**config.mk**
```make
export PLATFORM = sky130hd
export DESIGN_NAME = pkt_field_extractor_flat
export DESIGN_NICKNAME = d
export VERILOG_FILES = /design/src/rtl/pkt_field_extractor_pkg.sv /design/src/rtl/pkt_field_extractor_if.sv /design/src/rtl/pkt_field_extractor_xor_checksum.sv /design/src/rtl/pkt_field_extractor.sv /design/src/flat_wrapper.sv
export SDC_FILE = /design/constraint.sdc
export NUM_CORES = 1
export LEC_CHECK = 0
export CAP_MARGIN = 20
export CORE_MARGIN = 3
export CORE_UTILIZATION = 30
export DETAILED_ROUTE_END_ITERATION = 10
export GPL_ROUTABILITY_DRIVEN = 0
export PLACE_DENSITY = 0.58
export RECOVER_POWER = 50
export SYNTH_ARGS = -nofsm -noshare
export SYNTH_HDL_FRONTEND = slang
export SYNTH_SLANG_ARGS = --single-unit
```
**constraint.sdc**
```tcl
create_clock -name clk -period 5.2 [get_ports clk]
set_clock_uncertainty 0.05 [all_clocks]
set_input_delay 1.04 -clock clk [delete_from_list [all_inputs] [get_ports clk]]
set_output_delay 1.04 -clock clk [all_outputs]
set_load 0.02 [all_outputs]
```
**src/rtl/pkt_field_extractor_pkg.sv**
```systemverilog
// Shared packet-format constants for the RX parser, the node-info block and the TX builder.
// The parser FSM state type is included; S_CSUM is only reachable when PKT_CHECKSUM_EN is defined.
package pkt_field_extractor_pkg;

    localparam logic [2:0] PKT_HB   = 3'b000;
    localparam logic [2:0] PKT_CHA  = 3'b001;
    localparam logic [2:0] PKT_TS   = 3'b100;
    localparam logic [2:0] PKT_DATA = 3'b101;

    localparam logic [4:0] LEN_HB  = 5'd4;
    localparam logic [4:0] LEN_CHA = 5'd1;
    localparam logic [4:0] LEN_TS  = 5'd1;

    localparam logic [15:0] BCAST_ID = 16'hFFFF;

    localparam int HDR_TYPE_MSB = 15;
    localparam int HDR_TYPE_LSB = 13;
    localparam int HDR_LEN_MSB  = 4;
    localparam int HDR_LEN_LSB  = 0;

    // Heartbeat is the widest fixed-format payload.
    localparam int SHADOW_WORDS = 4;

    typedef enum logic [2:0] {
        S_HDR,
        S_SRC,
        S_DST,
        S_PAY,
        S_DROP,
        S_CSUM,
        S_COMMIT
    } state_t;

    function automatic logic len_ok(input logic [2:0] pkt_type,
                                    input logic [4:0] len,
                                    input logic [4:0] max_len);
        case (pkt_type)
            PKT_HB:   return len == LEN_HB;
            PKT_CHA:  return len == LEN_CHA;
            PKT_TS:   return len == LEN_TS;
            PKT_DATA: return len <= max_len;
            default:  return 1'b0;
        endcase
    endfunction

endpackage

```
**src/rtl/pkt_field_extractor_if.sv**
```systemverilog
// RX word stream from the RX FIFO: 16-bit words over a valid/ready handshake.
interface pkt_field_extractor_if;
    logic [15:0] in_data;
    logic        in_valid;
    logic        in_ready;

    modport master (output in_data, output in_valid, input in_ready);
    modport slave  (input in_data, input in_valid, output in_ready);
endinterface

```
**src/rtl/pkt_field_extractor_xor_checksum.sv**
```systemverilog
// pkt_xor_checksum: running XOR over packet words; match compares the sum so far
// with the word currently presented (the trailing checksum word).
module pkt_xor_checksum (
    input  logic        clk,
    input  logic        nrst,
    input  logic        clr,
    input  logic        en,
    input  logic [15:0] din,
    output logic        match
);
    logic [15:0] acc_q, acc_d;

    always_comb begin
        acc_d = acc_q;
        if (clr) begin
            acc_d = en ? din : 16'h0000;
        end else if (en) begin
            acc_d = acc_q ^ din;
        end
    end

    always_ff @(posedge clk) begin
        if (!nrst) acc_q <= '0;
        else       acc_q <= acc_d;
    end

    assign match = (acc_q == din);
endmodule

```
**src/rtl/pkt_field_extractor.sv**
```systemverilog
// RX packet parser: filters on destination/type/length and publishes type-specific fields
// with a one-cycle en_mni strobe. Optional trailing XOR word when PKT_CHECKSUM_EN is defined.
module pkt_field_extractor #(
    parameter int          MAX_LEN  = 16,
    parameter logic [15:0] BCAST_ID = pkt_field_extractor_pkg::BCAST_ID
) (
    input  logic                 clk,
    input  logic                 nrst,
    input  logic [15:0]          my_node_id,
    pkt_field_extractor_if.slave rx,
    output logic [2:0]           f_pkt_type,
    output logic [15:0]          hops,
    output logic [15:0]          e_max,
    output logic [15:0]          e_min,
    output logic [15:0]          e_threshold,
    output logic [15:0]          ch_id,
    output logic [15:0]          timeslot,
    output logic                 en_mni,
    output logic                 pkt_drop,
    output logic                 busy
);
    import pkt_field_extractor_pkg::*;

    localparam logic [4:0] MAX_LEN_W = (MAX_LEN > 31) ? 5'd31 : 5'(MAX_LEN);

    state_t      state_q, state_d, after_pay;
    logic [2:0]  type_q, type_d;
    logic [4:0]  len_q, len_d, cnt_q, cnt_d, drop_last;
    logic [15:0] shadow_q [SHADOW_WORDS];
    logic [15:0] shadow_d [SHADOW_WORDS];
    logic        drop_q, drop_d;
    logic        accept, dest_ok, pkt_good, commit;

    logic [2:0]  f_pkt_type_q, f_pkt_type_d;
    logic [15:0] hops_q, hops_d, e_max_q, e_max_d, e_min_q, e_min_d;
    logic [15:0] e_thr_q, e_thr_d, ch_id_q, ch_id_d, timeslot_q, timeslot_d;

    assign accept   = rx.in_valid && rx.in_ready;
    assign dest_ok  = (rx.in_data == my_node_id) || (rx.in_data == BCAST_ID);
    assign pkt_good = dest_ok && len_ok(type_q, len_q, MAX_LEN_W);

`ifdef PKT_CHECKSUM_EN
    logic csum_clr, csum_en, csum_match;

    assign csum_clr = (state_q == S_HDR) && accept;
    assign csum_en  = accept && ((state_q == S_HDR) || (state_q == S_SRC) ||
                                 (state_q == S_DST) || (state_q == S_PAY));

    pkt_xor_checksum u_csum (
        .clk   (clk),
        .nrst  (nrst),
        .clr   (csum_clr),
        .en    (csum_en),
        .din   (rx.in_data),
        .match (csum_match)
    );

    // A dropped packet still carries its checksum word, so S_DROP runs one word longer.
    assign after_pay = S_CSUM;
    assign drop_last = len_q;
`else
    assign after_pay = S_COMMIT;
    assign drop_last = len_q - 5'd1;
`endif

    always_comb begin
        state_d  = state_q;
        type_d   = type_q;
        len_d    = len_q;
        cnt_d    = cnt_q;
        shadow_d = shadow_q;
        drop_d   = 1'b0;

        case (state_q)
            S_HDR: if (accept) begin
                type_d  = rx.in_data[HDR_TYPE_MSB:HDR_TYPE_LSB];
                len_d   = rx.in_data[HDR_LEN_MSB:HDR_LEN_LSB];
                cnt_d   = '0;
                state_d = S_SRC;
            end
            S_SRC: if (accept) state_d = S_DST;
            S_DST: if (accept) begin
                if (pkt_good) begin
                    state_d = (len_q == 5'd0) ? after_pay : S_PAY;
                end else if ((len_q == 5'd0) && (after_pay == S_COMMIT)) begin
                    drop_d  = 1'b1;
                    state_d = S_HDR;
                end else begin
                    state_d = S_DROP;
                end
            end
            S_PAY: if (accept) begin
                if (cnt_q < 5'(SHADOW_WORDS)) shadow_d[cnt_q[1:0]] = rx.in_data;
                cnt_d = cnt_q + 5'd1;
                if (cnt_q == len_q - 5'd1) state_d = after_pay;
            end
            S_DROP: if (accept) begin
                cnt_d = cnt_q + 5'd1;
                if (cnt_q == drop_last) begin
                    drop_d  = 1'b1;
                    state_d = S_HDR;
                end
            end
`ifdef PKT_CHECKSUM_EN
            S_CSUM: if (accept) begin
                if (csum_match) begin
                    state_d = S_COMMIT;
                end else begin
                    drop_d  = 1'b1;
                    state_d = S_HDR;
                end
            end
`endif
            S_COMMIT: state_d = S_HDR;
            default:  state_d = S_HDR;
        endcase
    end

    // Published fields are visible during the commit cycle itself so the node-info block
    // can capture them on the same edge that ends en_mni.
    assign commit = nrst && (state_q == S_COMMIT);

    always_comb begin
        f_pkt_type_d = commit ? type_q : f_pkt_type_q;
        hops_d       = hops_q;
        e_max_d      = e_max_q;
        e_min_d      = e_min_q;
        e_thr_d      = e_thr_q;
        ch_id_d      = ch_id_q;
        timeslot_d   = timeslot_q;
        if (commit && (type_q == PKT_HB)) begin
            hops_d  = shadow_q[0];
            e_max_d = shadow_q[1];
            e_min_d = shadow_q[2];
            e_thr_d = shadow_q[3];
        end
        if (commit && (type_q == PKT_CHA)) ch_id_d    = shadow_q[0];
        if (commit && (type_q == PKT_TS))  timeslot_d = shadow_q[0];
    end

    always_ff @(posedge clk) begin
        if (!nrst) begin
            state_q      <= S_HDR;
            type_q       <= '0;
            len_q        <= '0;
            cnt_q        <= '0;
            shadow_q     <= '{default: '0};
            drop_q       <= 1'b0;
            f_pkt_type_q <= 3'b111;
            hops_q       <= '0;
            e_max_q      <= '0;
            e_min_q      <= '0;
            e_thr_q      <= '0;
            ch_id_q      <= '0;
            timeslot_q   <= '0;
        end else begin
            state_q      <= state_d;
            type_q       <= type_d;
            len_q        <= len_d;
            cnt_q        <= cnt_d;
            shadow_q     <= shadow_d;
            drop_q       <= drop_d;
            f_pkt_type_q <= f_pkt_type_d;
            hops_q       <= hops_d;
            e_max_q      <= e_max_d;
            e_min_q      <= e_min_d;
            e_thr_q      <= e_thr_d;
            ch_id_q      <= ch_id_d;
            timeslot_q   <= timeslot_d;
        end
    end

    assign rx.in_ready = nrst && (state_q != S_COMMIT);
    assign en_mni      = commit;
    assign pkt_drop    = nrst && drop_q;
    assign busy        = nrst && (state_q != S_HDR);

    assign f_pkt_type  = f_pkt_type_d;
    assign hops        = hops_d;
    assign e_max       = e_max_d;
    assign e_min       = e_min_d;
    assign e_threshold = e_thr_d;
    assign ch_id       = ch_id_d;
    assign timeslot    = timeslot_d;
endmodule

```
**src/flat_wrapper.sv**
```systemverilog
// flat-port wrapper written by rule: the top's interface ports become plain ports
module pkt_field_extractor_flat import pkt_field_extractor_pkg::*;
#(
    parameter int          MAX_LEN  = 16,
    parameter logic [15:0] BCAST_ID = pkt_field_extractor_pkg::BCAST_ID
)
  (clk, nrst, my_node_id, f_pkt_type, hops, e_max, e_min, e_threshold, ch_id, timeslot, en_mni, pkt_drop, busy, rx_in_data, rx_in_valid, rx_in_ready);
  pkt_field_extractor_if rx_i ();
  input  logic clk;
  input  logic nrst;
  input  logic [15:0] my_node_id;
  output logic [2:0] f_pkt_type;
  output logic [15:0] hops;
  output logic [15:0] e_max;
  output logic [15:0] e_min;
  output logic [15:0] e_threshold;
  output logic [15:0] ch_id;
  output logic [15:0] timeslot;
  output logic en_mni;
  output logic pkt_drop;
  output logic busy;
  input wire logic [$bits(rx_i.in_data)-1:0] rx_in_data;
  input wire logic [$bits(rx_i.in_valid)-1:0] rx_in_valid;
  output wire logic [$bits(rx_i.in_ready)-1:0] rx_in_ready;
  assign rx_i.in_data = rx_in_data;
  assign rx_i.in_valid = rx_in_valid;
  assign rx_in_ready = rx_i.in_ready;
  pkt_field_extractor #(.MAX_LEN(MAX_LEN), .BCAST_ID(BCAST_ID)) u_core (.clk(clk), .nrst(nrst), .my_node_id(my_node_id), .rx(rx_i), .f_pkt_type(f_pkt_type), .hops(hops), .e_max(e_max), .e_min(e_min), .e_threshold(e_threshold), .ch_id(ch_id), .timeslot(timeslot), .en_mni(en_mni), .pkt_drop(pkt_drop), .busy(busy));
endmodule
```
# Yosys cells after proc, flatten, opt, wreduce, memory -nomap -nowiden
# Cells that the tools add are included.
# totals
ff_bits	180
out_inout_bits	103
word_cells	98
# op_classes
muxes	31
n_addsub	2
magnitude_cmp	4
n_eq_ne	22
n_bitwise	1
n_reduce_logical	22
# op_table
operator	count
2-to-1 mux 16 bit	7
bitwise mux 64 bit	1
2-to-1 mux 3 bit	11
demux 16 bit (select 2 bit)	1
== test 16 bit	1
== test 16 bit (second input constant)	1
inequality test 2 x 1 -> 1 bit (second input constant)	8
case mux 3 bit (5 select lines)	1
== test 3 bit (second input constant)	4
logical AND 1 bit	10
2-to-1 mux 5 bit	2
case mux 5 bit (2 select lines)	1
AND reduction 7 bit	1
== test 3 x 1 -> 1 bit (second input constant)	2
== test 3 x 2 -> 1 bit (second input constant)	2
logical NOT 3 bit	2
AND reduction 3 bit	2
adder 5 x 1 -> 5 bit (second input constant)	1
== test 5 x 1 -> 1 bit (second input constant)	1
== test 5 x 3 -> 1 bit (second input constant)	1
== test 5 bit	1
<= comparator 5 bit (second input constant)	1
logical NOT 5 bit	1
less-than comparator 5 x 3 -> 1 bit (second input constant)	1
other kinds (13)	18

# Logic depth before layout (Yosys ltp)
# Gate-level depths: netlist of the first run.
# depth
ltp_word	7
ltp_mapped	11
depth_no_buf	11

# Worst setup path before layout of the first run
# No wires, ideal clock.
# synth_timing
path_type	input-to-output
start	in nrst
end	out e_min[10]
path_stages	8
t_arrival_ns	2.271
t_required_ns	4.110
path_buffers	3
setup_slack_ns	1.839
cell_sequence	buf_4 -> nand4b_4 -> or2_4 -> nor3_2 -> buf_6 -> buf_6 -> nand2_2 -> nand2_1
# synth_between
elab_chain_cells	3
# synth_rtl
item	line_no	rtl
from (decl)	flat_wrapper.sv:10	input logic nrst;
logical AND 1 bit	pkt_field_extractor.sv:121	assign commit = nrst && (state_q == S_COMMIT);
logical AND 1 bit	pkt_field_extractor.sv:131	if (commit && (type_q == PKT_HB)) begin
2-to-1 mux 16 bit	pkt_field_extractor.sv:131	
to (decl)	flat_wrapper.sv:15	output logic [15:0] e_min;
# No other way between the ends.

# Worst setup path in the final report of the first run
# layout_timing
start	in nrst
end	out pkt_drop
# layout_between
elab_chain_cells	1
# layout_rtl
item	line_no	rtl
logical AND 1 bit	pkt_field_extractor.sv:175	assign pkt_drop = nrst && drop_q;
to (decl)	flat_wrapper.sv:20	output logic pkt_drop;
# No other way between the ends.

==> summary.md, run 1 <==
| Metric | Value |
|---|---|
| PostCTS Resize Cnt | `0` |
| Crit path depth | `4` |
| Initial DRC count | `between 300 and 400` |
| N_diodes | `0` |
| Crit end category | `output pin` |
| Total power draw | `2820 uW` |
| Area after DPL | `9150 um2` |
| Mapped Avg Cell Area | `approximately 8.2 um2` |
| Max Cap Violations | `1` |
| # rows | `57` |
| Max transition margin | `-0.121` |
| Largest area contributor in the netlist | `dfxtp_1` |
| Layout cells sized above 1 | `0.0841` |
| First-pass GRT wire length | `34.8 mm` |
| Initial antenna violation count | `0` |
| CP startpoint | `nrst` |
| Setup crit start kind | `input pin` |
| Register bit count reported by yosys | `180` |
| Yosys cell types | `48` |
| Data arrival, critical path | `roughly 3.7 ns` |
| Die Area | `roughly 27000 um2` |
| Ys async rst share | `0` |
| CTS tree | `done` |
| Synthesized cell area | `~7600 um2` |
| GRT Overall Usage | `0.168` |
| Final setup vio count | `0` |
| Ys Warns | `0` |
| Max FO, Critical Path | `37` |
| DR pass1 iterations | `5` |
| NumNets Final | `around 1100` |
| Post-placement cell count | `1339` |
| Maximum vdd drop | `0.142 mV` |
| WL/cell | `16.7 um` |
| FF-to-FF Start | `u_core.state_q[1]` |
| Crit-path max cell delay | `~1.3 ns` |
| Failing checks | `max-capacitance violations, max-slew violations` |
| Antenna Violating Nets Remaining | `0` |
| Post-synth top cells | `nand2_1, dfxtp_1, a21oi_1` |
| Clk_lat worst skew | `approximately 0.43 ns` |
| Max clock buf depth | `2` |
| Run status | `finished, violations left` |
| Layout area overhead | `27.1%` |
| Critical R2R Capture | `u_core.e_max_q[8]` |
| CTS Sinks | `between 150 and 200` |
| Setup TNS Final | `0 ns` |
| Top_reg_cell synth | `dfxtp_1` |
| Hold Crit Class | `flip-flop to flip-flop` |
| Via/cell ratio | `roughly 4.7` |
| Critical-path cell list | `clkdlybuf4s50_1, clkbuf_1, and2_1, clkdlybuf4s50_1` |
| Seq/Total Area, Yosys | `0.472` |
| PwrDens | `around 290 nW/um2` |
| Die Ht | `roughly 170 um` |
| Critical Path RT | `4.11 ns` |
| Worst R2R Path Depth | `5` |
| Crit Path Category | `input pin to output pin` |
| IO Port Bufs | `roughly 140` |
| Cells after Synth | `about 930` |
| Post-Syn Nets | `977` |
| Final Cell Area | `approximately 9700 um2` |
| DRC | `0` |
| Post-Route WL | `22.9 mm` |
| Fin crit share | `0.928` |
| Grt ovf | `0` |
| Die W | `between 150 and 200 um` |
| Largest net degree at the start of global routing | `97` |
| Post-DP HPWL | `approximately 15 mm` |
| Yosys top cell area share | `0.472` |
| Initial core utilization | `0.310` |
| Tmin final | `between 4 and 5 ns` |
| Leakage power | `approximately 0.0038 uW` |
| Worst path most repeated cell | `clkdlybuf4s50_1` |
| RSZ-0062 raised after global routing | `false` |
| Peak Freq | `a little over 0.2 GHz` |
| Post-synth EDFFs | `0` |
| Vias | `between 6000 and 7000` |
| Slew Viols, Final | `38` |
| Clk slew on worst S/H paths | `around 0.060 ns` |
| Flop2flop setup slack | `between 2 and 3 ns` |
| Num CTS Buffers | `17` |
| Top post-synthesis cells by area | `dfxtp_1, nand2_1, a21oi_1` |
| Most common cell in the netlist | `nand2_1` |
| # hold bufs at CTS | `0` |
| Fin cells | `approximately 1400` |
| Core area | `between 20000 and 25000 um2` |
| Root Buffer | `clkbuf_16` |
| Top Family by Delay on Critical Path | `buffers and inverters` |
| Vias in the first global route | `between 6000 and 7000` |
| CTS H-tree depth | `4` |
| IO Pins | `around 140` |
| Number of post-CTS setup repair buffers | `0` |
| Worst Setup EP | `pkt_drop` |
| Crit-path slowest cell | `clkbuf_1` |
| Buf/Inv on CP | `3` |
| Final hold viol count | `0` |
| Worst Tran Pin Value | `1.68 ns` |
-- cell type report --
class	count	area, um2
fill	2548	15000
tap	324	405
timing repair buffer	147	1480
multi-input combinational	680	3610
clock buffer	20	447
sequential	180	3600
clock inverter	10	125
inverter	9	36.3
-- flip-flops by register name, summed over array words and instances (netlist names), 5 cells and up --
signal,flops
u_core.len_q,5
u_core.e_thr_q,16
u_core.ch_id_q,16
u_core.timeslot_q,16
u_core.cnt_q,5
u_core.hops_q,16
u_core.shadow_q,64
u_core.e_min_q,16
u_core.e_max_q,16
-- kinds of logic after synthesis --
family,after synthesis,synth area share
flops,180,0.472
compound gates,153,0.110
xor+xnor,25,0.0287
fa+ha+maj,9,0.0147
mux,42,0.0650
simple gates,451,0.257
buf+inv,73,0.0523
-- worst min-delay path: cells and delay by family, from the launching register on --
kind | cells | cell delay, ns
AOI/OAI and AO/OA | 1 | 0.05
DFF | 1 | 0.31
and+or+nand+nor | 1 | 0.05
-- per-stage QoR --
step           worst slack [ns]   util  hold slack (ns)
2_1_floorplan              1.84      -            0.378
3_3_place_gp              0.563  0.371            0.389
3_5_place_dp              0.522  0.371            0.394
4_1_cts                   0.518  0.394            0.403
5_1_grt                   0.200  0.394            0.416
6_report                  0.372  0.394            0.400
-- worst min-delay path by stage --
stage,from,endpoint,depth (start not counted)
6_report,u_core.shadow_q[3],u_core.shadow_q[3],2
2_1_floorplan,u_core.shadow_q[40],u_core.shadow_q[40],2
3_5_place_dp,u_core.shadow_q[6],u_core.shadow_q[6],2
4_1_cts,u_core.shadow_q[19],u_core.shadow_q[19],2
5_1_grt,u_core.shadow_q[31],u_core.shadow_q[31],2
3_3_place_gp,u_core.shadow_q[37],u_core.shadow_q[37],2
-- cell usage in the layout (no fill, tap or decap), types with 2 or more instances in the layout --
master,n
nand2_1,341
dfxtp_1,180
clkdlybuf4s50_1,137
a21oi_1,133
and2_1,23
nor2_1,22
xnor2_1,21
mux2_2,19
clkbuf_16,17
and2_0,13
mux2i_1,11
mux2_4,10
nand2_2,10
ha_1,9
inv_1,8
nand4_1,8
nand3_1,8
o21ai_0,6
nor3_1,4
nor2b_1,4
or2_2,4
xor2_1,4
clkinvlp_4,4
clkbuf_1,4
buf_4,4
nor4_1,3
inv_6,3
a221oi_1,2
o2bb2ai_1,2
mux2_1,2
bufinv_16,2
buf_12,2
-- routing by layer --
layer / routed length [um] / up-vias / global-route usage
li1: - / 3219 / -
met1: 10900 / 2988 / 0.228
met2: 10500 / 146 / 0.267
met3: 1060 / 24 / 0.0347
met4: 420 / 0 / 0.0544
met5: 0 / - / 0
-- where the power goes --
part           switching (uW)  internal (uW)
Clock                     562            721
Combinational            87.1           57.2
Sequential               11.2           1380
Total                     660           2160
(Power assumes the default switching activity.)
==> inputs of run 2 (changes only) <==
Settings changed: PLACE_DENSITY 0.58 to default.
==> summary.md, run 2 (same netlist as run 1, synthesis figures left out) <==
| Metric | Value |
|---|---|
| Clk_lat worst skew | `0.43 ns (about the same)` |
| Worst Hold Depth | `2 (unchanged)` |
| Final hold viol count | `0 (unchanged)` |
| Max clock buf depth | `2 (unchanged)` |
| CTS tree | `done (unchanged)` |
| Buf/Inv on CP | `3 (unchanged)` |
| CTS H-tree depth | `4 (unchanged)` |
| Crit end category | `output pin (unchanged)` |
| Leading cell type in the layout, fill and taps excluded | `nand2_1 (unchanged)` |
| Vias in the first global route | `6039 (was 6092)` |
| Worst R2R Path Depth | `5 (unchanged)` |
| Maximum vdd drop | `0.233 mV (was 0.142 mV)` |
| Initial core utilization | `0.310 (unchanged)` |
| DRC | `0 (unchanged)` |
| Layout cells sized above 1 | `0.0761 (was 0.0841)` |
| Tmin final | `4.73 ns (was 4.83 ns)` |
| Most frequent cells in the layout | `nand2_1, dfxtp_1, clkdlybuf4s50_1 (unchanged)` |
| Largest Register | `u_core.shadow_q (unchanged)` |
| Hold Slack | `0.400 ns (about the same)` |
| Layout area overhead | `26.9% (was 27.1%)` |
| Max transition margin | `-0.202 (was -0.121)` |
| RSZ-0062 raised after global routing | `false (unchanged)` |
| Endpoint, Worst Hold | `u_core.shadow_q[19] (was u_core.shadow_q[3])` |
| Die W | `166 um (unchanged)` |
| PostCTS Resize Cnt | `0 (unchanged)` |
| Crit-path max cell delay | `0.61 ns (was 1.25 ns)` |
| Total area of sequential cells | `3600 um2 (unchanged)` |
| Area of the multi-input gates | `3570 um2 (was 3610 um2)` |
| Post-Route WL | `22.3 mm (was 22.9 mm)` |
| # rows | `57 (unchanged)` |
| Antenna Violating Nets Remaining | `0 (unchanged)` |
| First-pass GRT wire length | `34.8 mm (about the same)` |
| Worst Tran Pin Value | `1.80 ns (was 1.68 ns)` |
| Setup TNS Final | `0 ns (unchanged)` |
| Slew Viols, Final | `82 (was 38)` |
| N_diodes | `0 (unchanged)` |
| Max FO, Critical Path | `22 (was 37)` |
| Failing checks | `max-capacitance violations, max-slew violations (unchanged)` |
| Fin crit share | `0.909 (was 0.928)` |
| Critical R2R Capture | `u_core.shadow_q[36] (was u_core.e_max_q[8])` |
| GRT Overall Usage | `0.166 (was 0.168)` |
| IO Pins | `138 (unchanged)` |
| Die Area | `27400 um2 (unchanged)` |
| Data arrival, critical path | `3.64 ns (was 3.74 ns)` |
| Final setup vio count | `0 (unchanged)` |
| WL/cell | `16.2 um (was 16.7 um)` |
| PwrDens | `292 nW/um2 (was 291 nW/um2)` |
| Vias | `6413 (was 6377)` |
| Top Family by Delay on Critical Path | `buffers and inverters (unchanged)` |
| IO Port Bufs | `137 (unchanged)` |
| Peak Freq | `0.212 GHz (was 0.207 GHz)` |
| Crit Path Category | `input pin to output pin (unchanged)` |
| Core area | `24700 um2 (unchanged)` |
| Critical Path RT | `4.11 ns (about the same)` |
| Max reg flops | `64 (unchanged)` |
| DR pass1 iterations | `7 (was 5)` |
| # hold bufs at CTS | `0 (unchanged)` |
| Critical-path cell list | `dlygate4sd3_1, nand4b_4, nor3_1, nand2b_2, buf_4, nand2_1, nand2_1, clkdlybuf4s50_1 (was clkdlybuf4s50_1, clkbuf_1, and2_1, clkdlybuf4s50_1)` |
| Hold Crit Class | `flip-flop to flip-flop (unchanged)` |
| Run status | `finished, violations left (unchanged)` |
| Root Buffer | `clkbuf_16 (unchanged)` |
| Largest net degree at the start of global routing | `82 (was 97)` |
| Initial antenna violation count | `0 (unchanged)` |
| Num CTS Buffers | `17 (unchanged)` |
| Post-DP HPWL | `15.2 mm (about the same)` |
| Crit-path slowest cell | `dlygate4sd3_1 (was clkbuf_1)` |
| CTS Sinks | `180 (unchanged)` |
| Initial DRC count | `359 (was 324)` |
| Layout fillers | `2573 (was 2548)` |
| Max Cap Violations | `2 (was 1)` |
| Clk slew on worst S/H paths | `0.07 ns (was 0.06 ns)` |
| Die Ht | `166 um (unchanged)` |
| FF-to-FF Start | `u_core.state_q[0] (was u_core.state_q[1])` |
| NumNets Final | `1083 (was 1079)` |
| Setup crit start kind | `input pin (unchanged)` |
| Worst path most repeated cell | `nand2_1 (was clkdlybuf4s50_1)` |
| Leakage power | `0.00384 uW (was 0.00381 uW)` |
| Number of post-CTS setup repair buffers | `0 (unchanged)` |
| Flop2flop setup slack | `1.81 ns (was 2.66 ns)` |
| Via/cell ratio | `4.66 (was 4.65)` |
| Hold Path Origin | `u_core.shadow_q[19] (was u_core.shadow_q[3])` |
| Grt ovf | `0 (unchanged)` |
-- run 2: metal layers --
metal  wire, um  up-vias  GRT usage
met5          0        -          0
met4        174        0     0.0325
met3        887        9     0.0359
met2      10600      123      0.275
met1      10600     3040      0.225
li1           -     3241          -
-- run 2: worst register-to-register path: cells and delay by family (launching register included) --
family | cells | cell delay (ns)
AO/OA/AOI/OAI | 1 | 0.09
AND/OR/NAND/NOR | 4 | 2.35
flip-flops | 1 | 0.69
-- run 2: per-stage QoR --
step	instances	worst slack [ns]	cell area, um2	power [uW]	utilization
6_report	1375	0.472	9690	2830	0.393
5_1_grt	1375	0.263	9690	2930	0.393
4_1_cts	1375	0.633	9770	2860	0.396
3_5_place_dp	1344	0.631	9180	1570	0.372
3_3_place_gp	1344	0.629	9180	1570	0.372
2_1_floorplan	933	1.84	7640	1500	-
-- run 2: final cells by class --
type / instances / share of cell area
clock buffers: 17 / 0.0439
clock inverters: 14 / 0.0172
inverters: 9 / 0.00362
multi-input cells: 680 / 0.368
flip-flops and latches: 180 / 0.372
well taps: 324 / 0.0418
repair buffers: 151 / 0.153
-- run 2: where the power goes --
group	switching (uW)	internal (uW)	total, uW
clock	609	682	1290
combinational	85.4	57.1	143
sequential	11.3	1380	1390
total	706	2120	2830
-- run 2: worst max-delay path by stage --
stage | startpoint | depth (start not counted) | endpoint
2_1_floorplan | nrst | 8 | e_min[10]
3_3_place_gp | nrst | 8 | e_threshold[1]
3_5_place_dp | nrst | 8 | e_min[10]
4_1_cts | nrst | 8 | e_min[10]
5_1_grt | nrst | 8 | e_threshold[8]
6_report | nrst | 8 | hops[1]
